==> src/rtl/cpu_decode_queue_if.sv <==
// Fetch-side and issue-side handshake bundle for the decoded-instruction queue.
// Latency: none (wires only).
// Backpressure: in_ready throttles fetch, out_ready throttles the queue head.
interface cpu_decode_queue_if #(
  parameter int PC_WIDTH = 32
);
  logic                in_valid;
  logic                in_ready;
  logic [31:0]         in_inst;
  logic [PC_WIDTH-1:0] in_pc;
  logic                out_valid;
  logic                out_ready;
  logic [31:0]         out_inst;
  logic [PC_WIDTH-1:0] out_pc;
  logic [4:0]          out_reg_read_1;
  logic [4:0]          out_reg_read_2;
  logic [4:0]          out_reg_write;
  logic [7:0]          out_class;
  logic                out_could_branch;
  logic                out_is_nop;

  modport master (
    output in_valid, in_inst, in_pc, out_ready,
    input  in_ready, out_valid, out_inst, out_pc, out_reg_read_1, out_reg_read_2,
           out_reg_write, out_class, out_could_branch, out_is_nop
  );

  modport slave (
    input  in_valid, in_inst, in_pc, out_ready,
    output in_ready, out_valid, out_inst, out_pc, out_reg_read_1, out_reg_read_2,
           out_reg_write, out_class, out_could_branch, out_is_nop
  );
endinterface

==> src/rtl/cpu_decode_queue.sv <==
// Decoded-instruction ring buffer between fetch and issue; decodes MIPS words at enqueue.
// Latency: entry pushed at edge N is visible at the head after edge N (no empty bypass).
// Backpressure: in_ready low when full (no full bypass); head held until out_ready.
// Optional: CPU_DECODE_QUEUE_DROP_NOP_EN drops architectural NOPs instead of storing them.
module cpu_decode_queue #(
  parameter int DEPTH    = 4,
  parameter int PC_WIDTH = 32
) (
  input  logic                       clk,
  input  logic                       rst,
  input  logic                       flush,
  cpu_decode_queue_if.slave          bus,
  output logic [$clog2(DEPTH):0]     count
);
  localparam int PW = $clog2(DEPTH);
  localparam int CW = PW + 1;

  typedef struct packed {
    logic [31:0]         inst;
    logic [PC_WIDTH-1:0] pc;
    logic [4:0]          rd1;
    logic [4:0]          rd2;
    logic [4:0]          wr;
    logic [7:0]          cls;
    logic                cb;
    logic                nop;
  } entry_t;

  logic [5:0] op, funct;
  logic [4:0] rs, rt, rd;
  logic sp, ld, st, alu_r, alu_i, sh, ml, br, c0, ex, imm, jmp;
  entry_t d;

  assign op    = bus.in_inst[31:26];
  assign rs    = bus.in_inst[25:21];
  assign rt    = bus.in_inst[20:16];
  assign rd    = bus.in_inst[15:11];
  assign funct = bus.in_inst[5:0];

  assign sp    = (op == 6'd0);
  assign ld    = (op[5:3] == 3'b100);
  assign st    = (op[5:3] == 3'b101);
  assign alu_r = sp && (funct[5:4] == 2'b10);
  assign alu_i = (op[5:3] == 3'b001);
  assign sh    = sp && (funct[5:3] == 3'b000);
  assign ml    = sp && ((funct[5:3] == 3'b010) || (funct[5:3] == 3'b011));
  assign br    = (sp && (funct[5:1] == 5'b00100)) || (op[5:1] == 5'b00001) ||
                 (op == 6'b000001) || (op[5:2] == 4'b0001);
  assign c0    = (op == 6'b010000);
  assign ex    = sp && (funct[5:1] == 5'b00110);
  assign imm   = ld || st || alu_i || (op == 6'b000001) || (op[5:2] == 4'b0001);
  assign jmp   = (op[5:1] == 5'b00001);

  // Build the decoded entry for the incoming instruction.
  always_comb begin
    d      = '0;
    d.inst = bus.in_inst;
    d.pc   = bus.in_pc;
    d.cls  = {ex, c0, br, ml, sh, alu_r | alu_i, st, ld};
    d.rd1  = (jmp || ex) ? 5'd0 : rs;
    d.rd2  = (imm || jmp) ? 5'd0 : rt;
    if ((op == 6'b000010) || st)
      d.wr = 5'd0;
    else if ((op == 6'b000011) || ((op == 6'b000001) && (rt[4:1] == 4'b1000)))
      d.wr = 5'd31;
    else if (br)
      d.wr = 5'd0;
    else if (ld || alu_i)
      d.wr = rt;
    else
      d.wr = rd;
    d.cb  = ld || st || br || ex || c0 || (sp && (funct == 6'b100000)) ||
            (sp && (funct == 6'b100010)) || (op == 6'b001000);
    d.nop = !d.cb && ((alu_r && (rd == 5'd0)) || (alu_i && (rt == 5'd0)) ||
                      (sh && (rd == 5'd0)));
  end

  entry_t          mem [DEPTH];
  logic [PW-1:0]   head, tail;
  logic            push, pop, wr_en;
  entry_t          head_e;

  assign bus.in_ready  = (count != CW'(DEPTH));
  assign bus.out_valid = (count != '0);
  assign push          = bus.in_valid && bus.in_ready;
  assign pop           = bus.out_valid && bus.out_ready;
`ifdef CPU_DECODE_QUEUE_DROP_NOP_EN
  assign wr_en         = push && !d.nop;
`else
  assign wr_en         = push;
`endif
  assign head_e        = mem[head];

  // Storage array: written at tail, deliberately not reset.
  always_ff @(posedge clk) begin
    if (wr_en && !flush)
      mem[tail] <= d;
  end

  // Pointer and occupancy update; flush beats push and pop.
  always_ff @(posedge clk or posedge rst) begin
    if (rst) begin
      head  <= '0;
      tail  <= '0;
      count <= '0;
    end else if (flush) begin
      head  <= '0;
      tail  <= '0;
      count <= '0;
    end else begin
      if (wr_en) tail <= tail + PW'(1);
      if (pop)   head <= head + PW'(1);
      case ({wr_en, pop})
        2'b10:   count <= count + CW'(1);
        2'b01:   count <= count - CW'(1);
        default: count <= count;
      endcase
    end
  end

  assign bus.out_inst         = bus.out_valid ? head_e.inst : '0;
  assign bus.out_pc           = bus.out_valid ? head_e.pc   : '0;
  assign bus.out_reg_read_1   = bus.out_valid ? head_e.rd1  : '0;
  assign bus.out_reg_read_2   = bus.out_valid ? head_e.rd2  : '0;
  assign bus.out_reg_write    = bus.out_valid ? head_e.wr   : '0;
  assign bus.out_class        = bus.out_valid ? head_e.cls  : '0;
  assign bus.out_could_branch = bus.out_valid && head_e.cb;
`ifdef CPU_DECODE_QUEUE_DROP_NOP_EN
  assign bus.out_is_nop       = 1'b0;
`else
  assign bus.out_is_nop       = bus.out_valid && head_e.nop;
`endif
endmodule

==> src/flat_wrapper.sv <==
// flat-port wrapper written by rule: the top's interface ports become plain ports
module cpu_decode_queue_flat 
#(
  parameter int DEPTH    = 4,
  parameter int PC_WIDTH = 32
)
  (clk, rst, flush, count, bus_in_valid, bus_in_inst, bus_in_pc, bus_out_ready, bus_in_ready, bus_out_valid, bus_out_inst, bus_out_pc, bus_out_reg_read_1, bus_out_reg_read_2, bus_out_reg_write, bus_out_class, bus_out_could_branch, bus_out_is_nop);
  cpu_decode_queue_if #(.PC_WIDTH(PC_WIDTH)) bus_i ();
  input  logic clk;
  input  logic rst;
  input  logic flush;
  output logic [$clog2(DEPTH):0] count;
  input wire logic [$bits(bus_i.in_valid)-1:0] bus_in_valid;
  input wire logic [$bits(bus_i.in_inst)-1:0] bus_in_inst;
  input wire logic [$bits(bus_i.in_pc)-1:0] bus_in_pc;
  input wire logic [$bits(bus_i.out_ready)-1:0] bus_out_ready;
  output wire logic [$bits(bus_i.in_ready)-1:0] bus_in_ready;
  output wire logic [$bits(bus_i.out_valid)-1:0] bus_out_valid;
  output wire logic [$bits(bus_i.out_inst)-1:0] bus_out_inst;
  output wire logic [$bits(bus_i.out_pc)-1:0] bus_out_pc;
  output wire logic [$bits(bus_i.out_reg_read_1)-1:0] bus_out_reg_read_1;
  output wire logic [$bits(bus_i.out_reg_read_2)-1:0] bus_out_reg_read_2;
  output wire logic [$bits(bus_i.out_reg_write)-1:0] bus_out_reg_write;
  output wire logic [$bits(bus_i.out_class)-1:0] bus_out_class;
  output wire logic [$bits(bus_i.out_could_branch)-1:0] bus_out_could_branch;
  output wire logic [$bits(bus_i.out_is_nop)-1:0] bus_out_is_nop;
  assign bus_i.in_valid = bus_in_valid;
  assign bus_i.in_inst = bus_in_inst;
  assign bus_i.in_pc = bus_in_pc;
  assign bus_i.out_ready = bus_out_ready;
  assign bus_in_ready = bus_i.in_ready;
  assign bus_out_valid = bus_i.out_valid;
  assign bus_out_inst = bus_i.out_inst;
  assign bus_out_pc = bus_i.out_pc;
  assign bus_out_reg_read_1 = bus_i.out_reg_read_1;
  assign bus_out_reg_read_2 = bus_i.out_reg_read_2;
  assign bus_out_reg_write = bus_i.out_reg_write;
  assign bus_out_class = bus_i.out_class;
  assign bus_out_could_branch = bus_i.out_could_branch;
  assign bus_out_is_nop = bus_i.out_is_nop;
  cpu_decode_queue #(.DEPTH(DEPTH), .PC_WIDTH(PC_WIDTH)) u_core (.clk(clk), .rst(rst), .flush(flush), .bus(bus_i), .count(count));
endmodule
==> config.mk <==
export PLATFORM = sky130hd
export DESIGN_NAME = cpu_decode_queue_flat
export DESIGN_NICKNAME = d
export VERILOG_FILES = /design/src/rtl/cpu_decode_queue_if.sv /design/src/rtl/cpu_decode_queue.sv /design/src/flat_wrapper.sv
export SDC_FILE = /design/constraint.sdc
export NUM_CORES = 1
export LEC_CHECK = 0
export CAP_MARGIN = 20
export CORE_UTILIZATION = 50
export DETAILED_ROUTE_END_ITERATION = 10
export HOLD_SLACK_MARGIN = 0.02
export PLACE_DENSITY = 0.72
export REMOVE_ABC_BUFFERS = 1
export SLEW_MARGIN = 0
export SYNTH_ARGS = -nofsm -noshare
export SYNTH_HDL_FRONTEND = slang
export SYNTH_SLANG_ARGS = --single-unit
==> constraint.sdc <==
create_clock -name clk -period 3.9 [get_ports clk]
set_clock_uncertainty 0.2 [all_clocks]
set_input_delay 0.39 -clock clk [delete_from_list [all_inputs] [get_ports clk]]
set_output_delay 0.39 -clock clk [all_outputs]
set_load 0.01 [all_outputs]
==> results.txt <==
After detailed routing, the total wire length is 27700 um. Setup violations remaining at the end of the flow were counted as 0. The power per unit of standard cell area is 642 mW/mm^2.

After synthesis, flip-flops and latches occupy 76.2% of the total area. The data arrival at the endpoint of the critical path is 2.81 ns. The worst reg2reg path endpoint is u_core.count[2]$_DFFE_PP0P_.

After floorplanning, the core was sized to cover 0.0279 sq mm. For this run, the slowest stage of the critical path takes 0.92 ns. Traced cell by cell, the critical path runs through buf_4, mux4_2, and2_1, clkdlybuf4s50_1.

The most critical setup path has its endpoint at bus_out_inst[13]. At the pin with the least slew margin, the transition time is 0.990 ns. The clock latency reported for the late side of the worst-skew pair came out at 0.52 ns. The critical path is of the register to output port type. The effective utilization at floorplan came out at 51.0%. The ratio of routed vias to standard cells came out at 5.55. The total overflow reported by the global router is 0.

The utilization after layout came out at 63.4%. The required arrival time at the worst endpoint came out at 3.31 ns. The worst slew margin relative to its limit is 32.3%. After floorplanning, the core was divided into 61 placement rows. The standard cell area after detailed placement is 0.0164 sq mm. The overall die height came out at 171 um.

The total clock buffers created by CTS came out at 38. With fillers left out, the area of the finished cells amounts to 0.0177 sq mm. The count of filler cells inserted in the layout is 1955. The overall track demand over capacity in global routing is 19.6%.

The number of synthesized register bits is 363. The routed design could run at a clock period as short as 3.40 ns. The launch point of the worst reg-to-reg path is u_core.count[1]$_DFFE_PP0P_. The total count of max-transition violations in the final report is 0.

In this run the count of I/O pins placed on the die edge is 163. The floorplan step defined a die boundary enclosing 0.0292 sq mm. The most common cell after layout, fill and taps aside is sky130_fd_sc_hd__edfxtp_1. The clock-pin slew reported for the worst setup and hold paths after clock tree synthesis came out at 0.06 ns. The tool flagged a number of max-cap violations equal to 0. The number of hold violations in the final report is 0. The net total in the final layout came out at 935. For the worst flop-to-flop path, the logic depth is 8. After synthesis, the netlist uses 42 different library cells.

Of all flip-flops after synthesis, the portion carrying an async set or reset was 1.93%. For this design the static power due to leakage is 5.68 nW. The wire-length estimate of the detail-placed layout is 16600 um. Entering global routing, the biggest net connects 51 pins.

Of all nets on the critical path, the largest fanout is 44. In this run, the number of DRC markers left after iteration 0 of detailed routing was 571. The number of enable-type register cells in the synthesized netlist is 356.

The register-to-register setup slack is 0.64 ns. The deepest level of the CTS H-tree came out at 2. The remaining antenna violation count after routing is 0. The worst setup path is launched from a register. The aggregate negative setup slack came out at 0 ns. The root buffer cell is sky130_fd_sc_hd__clkbuf_16.

The flip-flop cell with the highest count after synthesis is sky130_fd_sc_hd__edfxtp_1. The number of antenna violations at the first check in global routing came out at 1. The worst hold path class is input port to register. The number of DRC violations after detailed routing came out at 0. The area used by sequential logic in the layout is 0.0109 sq mm. The maximum ir drop on the vdd rail came out at 0.354 mV. The library cells used most frequently in the layout, excluding fill and tap cells, are sky130_fd_sc_hd__edfxtp_1, sky130_fd_sc_hd__clkdlybuf4s50_1, sky130_fd_sc_hd__mux4_2, sky130_fd_sc_hd__and2_1, sky130_fd_sc_hd__clkbuf_16.

The area of the multi-input gates is 0.00324 sq mm. Tracing the worst setup path back leads to its startpoint at u_core.head[1]$_DFFE_PP0P_. The wire length of the first global-routing pass came out at 42700 um.

Setup repair after global routing left no endpoint under its margin. The wire length per cell came out at 21.8 um. The maximum frequency from static timing analysis came out at 294 MHz. The count of input and output buffers came out at 162. The run finished with clean final reports. The total number of yosys warnings is 0. The repair_antennas step left the layout with diodes totalling 0. The detailed router placed 7046 vias in this run. The final cycle utilization of the critical path came out at 87.2%. Measured along the x axis, the die boundary spans 171 um.

The fraction of final layout cells with drive strength greater than 1 is 20.3%. The slowest stage of the critical path belongs to the cell sky130_fd_sc_hd__dfrtp_4. The buffer levels on the longest clock path is 3. The last weighted congestion value of the routability-driven placer is 0.811. The number of global-route vias before repair came out at 7451.

The number of clock sinks seen by CTS is 363. After technology mapping, the gate count stands at 675. The worst setup path is captured at an output port. TritonCTS built the clock tree. The synthesis-to-layout area growth is 24.2%. The average instance area after synthesis came out at 21.1 sq um. The total standard cell area after synthesis is 0.0143 sq mm. The number of optimization iterations in the first detailed-route pass came out at 5.
[kinds of logic after synthesis]
group                      Yosys count  share of synthesized area [%]
DFF                                363                           76.2
and+or+nand+nor                    150                           6.43
muxes                               91                           14.2
buffers and inverters               38                           1.13
AOI/OAI and AO/OA                   23                           1.19
xor gates and xnor gates             5                          0.307
adders and majority gates            5                          0.492
[Yosys cell counts, drive strengths merged, types with 2 or more instances]
cell    count  area [sq um]
ha          4          50.1
or3b        2          17.5
clkbuf     23          86.3
a21o        2          15.0
a31oi       2          12.5
xor2        2          17.5
nor2b      13          81.3
nor4        2          12.5
o21ai       2          10.0
xnor2       3          26.3
a21oi       7          38.8
a221o       5          50.1
buf        10          56.3
or4b        2          20.0
edfxtp    356         10700
nor3        3          15.0
nor3b       2          15.0
mux4       89          2000
nand3       5          25.0
or3         3          23.8
dfrtp       7           175
nor2       12          45.0
and2       93           582
nand2b      3          18.8
nand2       5          18.8
inv         5          18.8
[area by class of cell]
cell class	instances	area share [%]
multi-input cells	274	18.3
flip-flops and latches	363	61.4
clock inverters	26	1.29
repair buffers	179	10.4
clock buffers	44	5.86
well taps	378	2.67
inverters	5	0.106
[per-stage QoR]
step                      worst slack (ns)  std cells  hold slack [ns]  power (mW)
after floorplan                      -1.06        642         -0.00660        6.41
after global placement               0.736       1198            0.360        7.86
after detailed placement             0.621       1198            0.382        7.90
after CTS                            0.465       1269            0.286        11.5
after global routing                 0.391       1269            0.303        11.8
final                                0.499       1269            0.304        11.4
[worst min path at each step]
stage	from	to	slack (ns)	cells after the start
3_5_place_dp	u_core.tail[1]$_DFFE_PP0P_	u_core.tail[1]$_DFFE_PP0P_	0.38	2
4_1_cts	bus_in_inst[10]	u_core.mem[2][67]$_DFFE_PP_	0.29	1
5_1_grt	bus_in_pc[31]	u_core.mem[0][56]$_DFFE_PP_	0.30	1
2_1_floorplan	rst	u_core.count[0]$_DFFE_PP0P_	-0.007	1
3_3_place_gp	u_core.tail[1]$_DFFE_PP0P_	u_core.tail[1]$_DFFE_PP0P_	0.36	2
6_report	bus_in_inst[10]	u_core.mem[2][67]$_DFFE_PP_	0.30	1
[layer usage]
layer | vias up | track usage, % | share of wire [%]
li1 | 3106 | - | -
met5 | - | 0 | 0.047
met1 | 3646 | 26.2 | 41
met4 | 2 | 5.78 | 1.8
met3 | 44 | 3.19 | 6.3
met2 | 248 | 33.5 | 51
[critical path, delay by kind of cell (launching register included)]
kind | cells | cell delay (ns)
flip-flops | 1 | 0.92
multiplexers | 1 | 0.33
AND/OR/NAND/NOR | 1 | 0.17
buffers and inverters | 2 | 0.85
[report_power, final]
group,switching (mW),total (mW),internal (mW)
Clock,1.42,3.59,2.17
Sequential,0.0969,4.61,4.51
Combinational,1.41,3.16,1.75
Total,2.93,11.4,8.43
[sequential cells by signal, summed over array words and instances, names as in the netlist]
name and flops:
u_core.mem 356, u_core.count 3, u_core.head 2, u_core.tail 2
[timing repair]
| action | in CTS | in global routing |
|---|---|---|
| endpoints found under the hold margin | 7 | 0 |
| buffers inserted | 0 | 0 |
| resized for setup | 0 | 0 |
| hold buffers | 1 | 0 |
No activity file was read; power rests on OpenSTA's default activity.
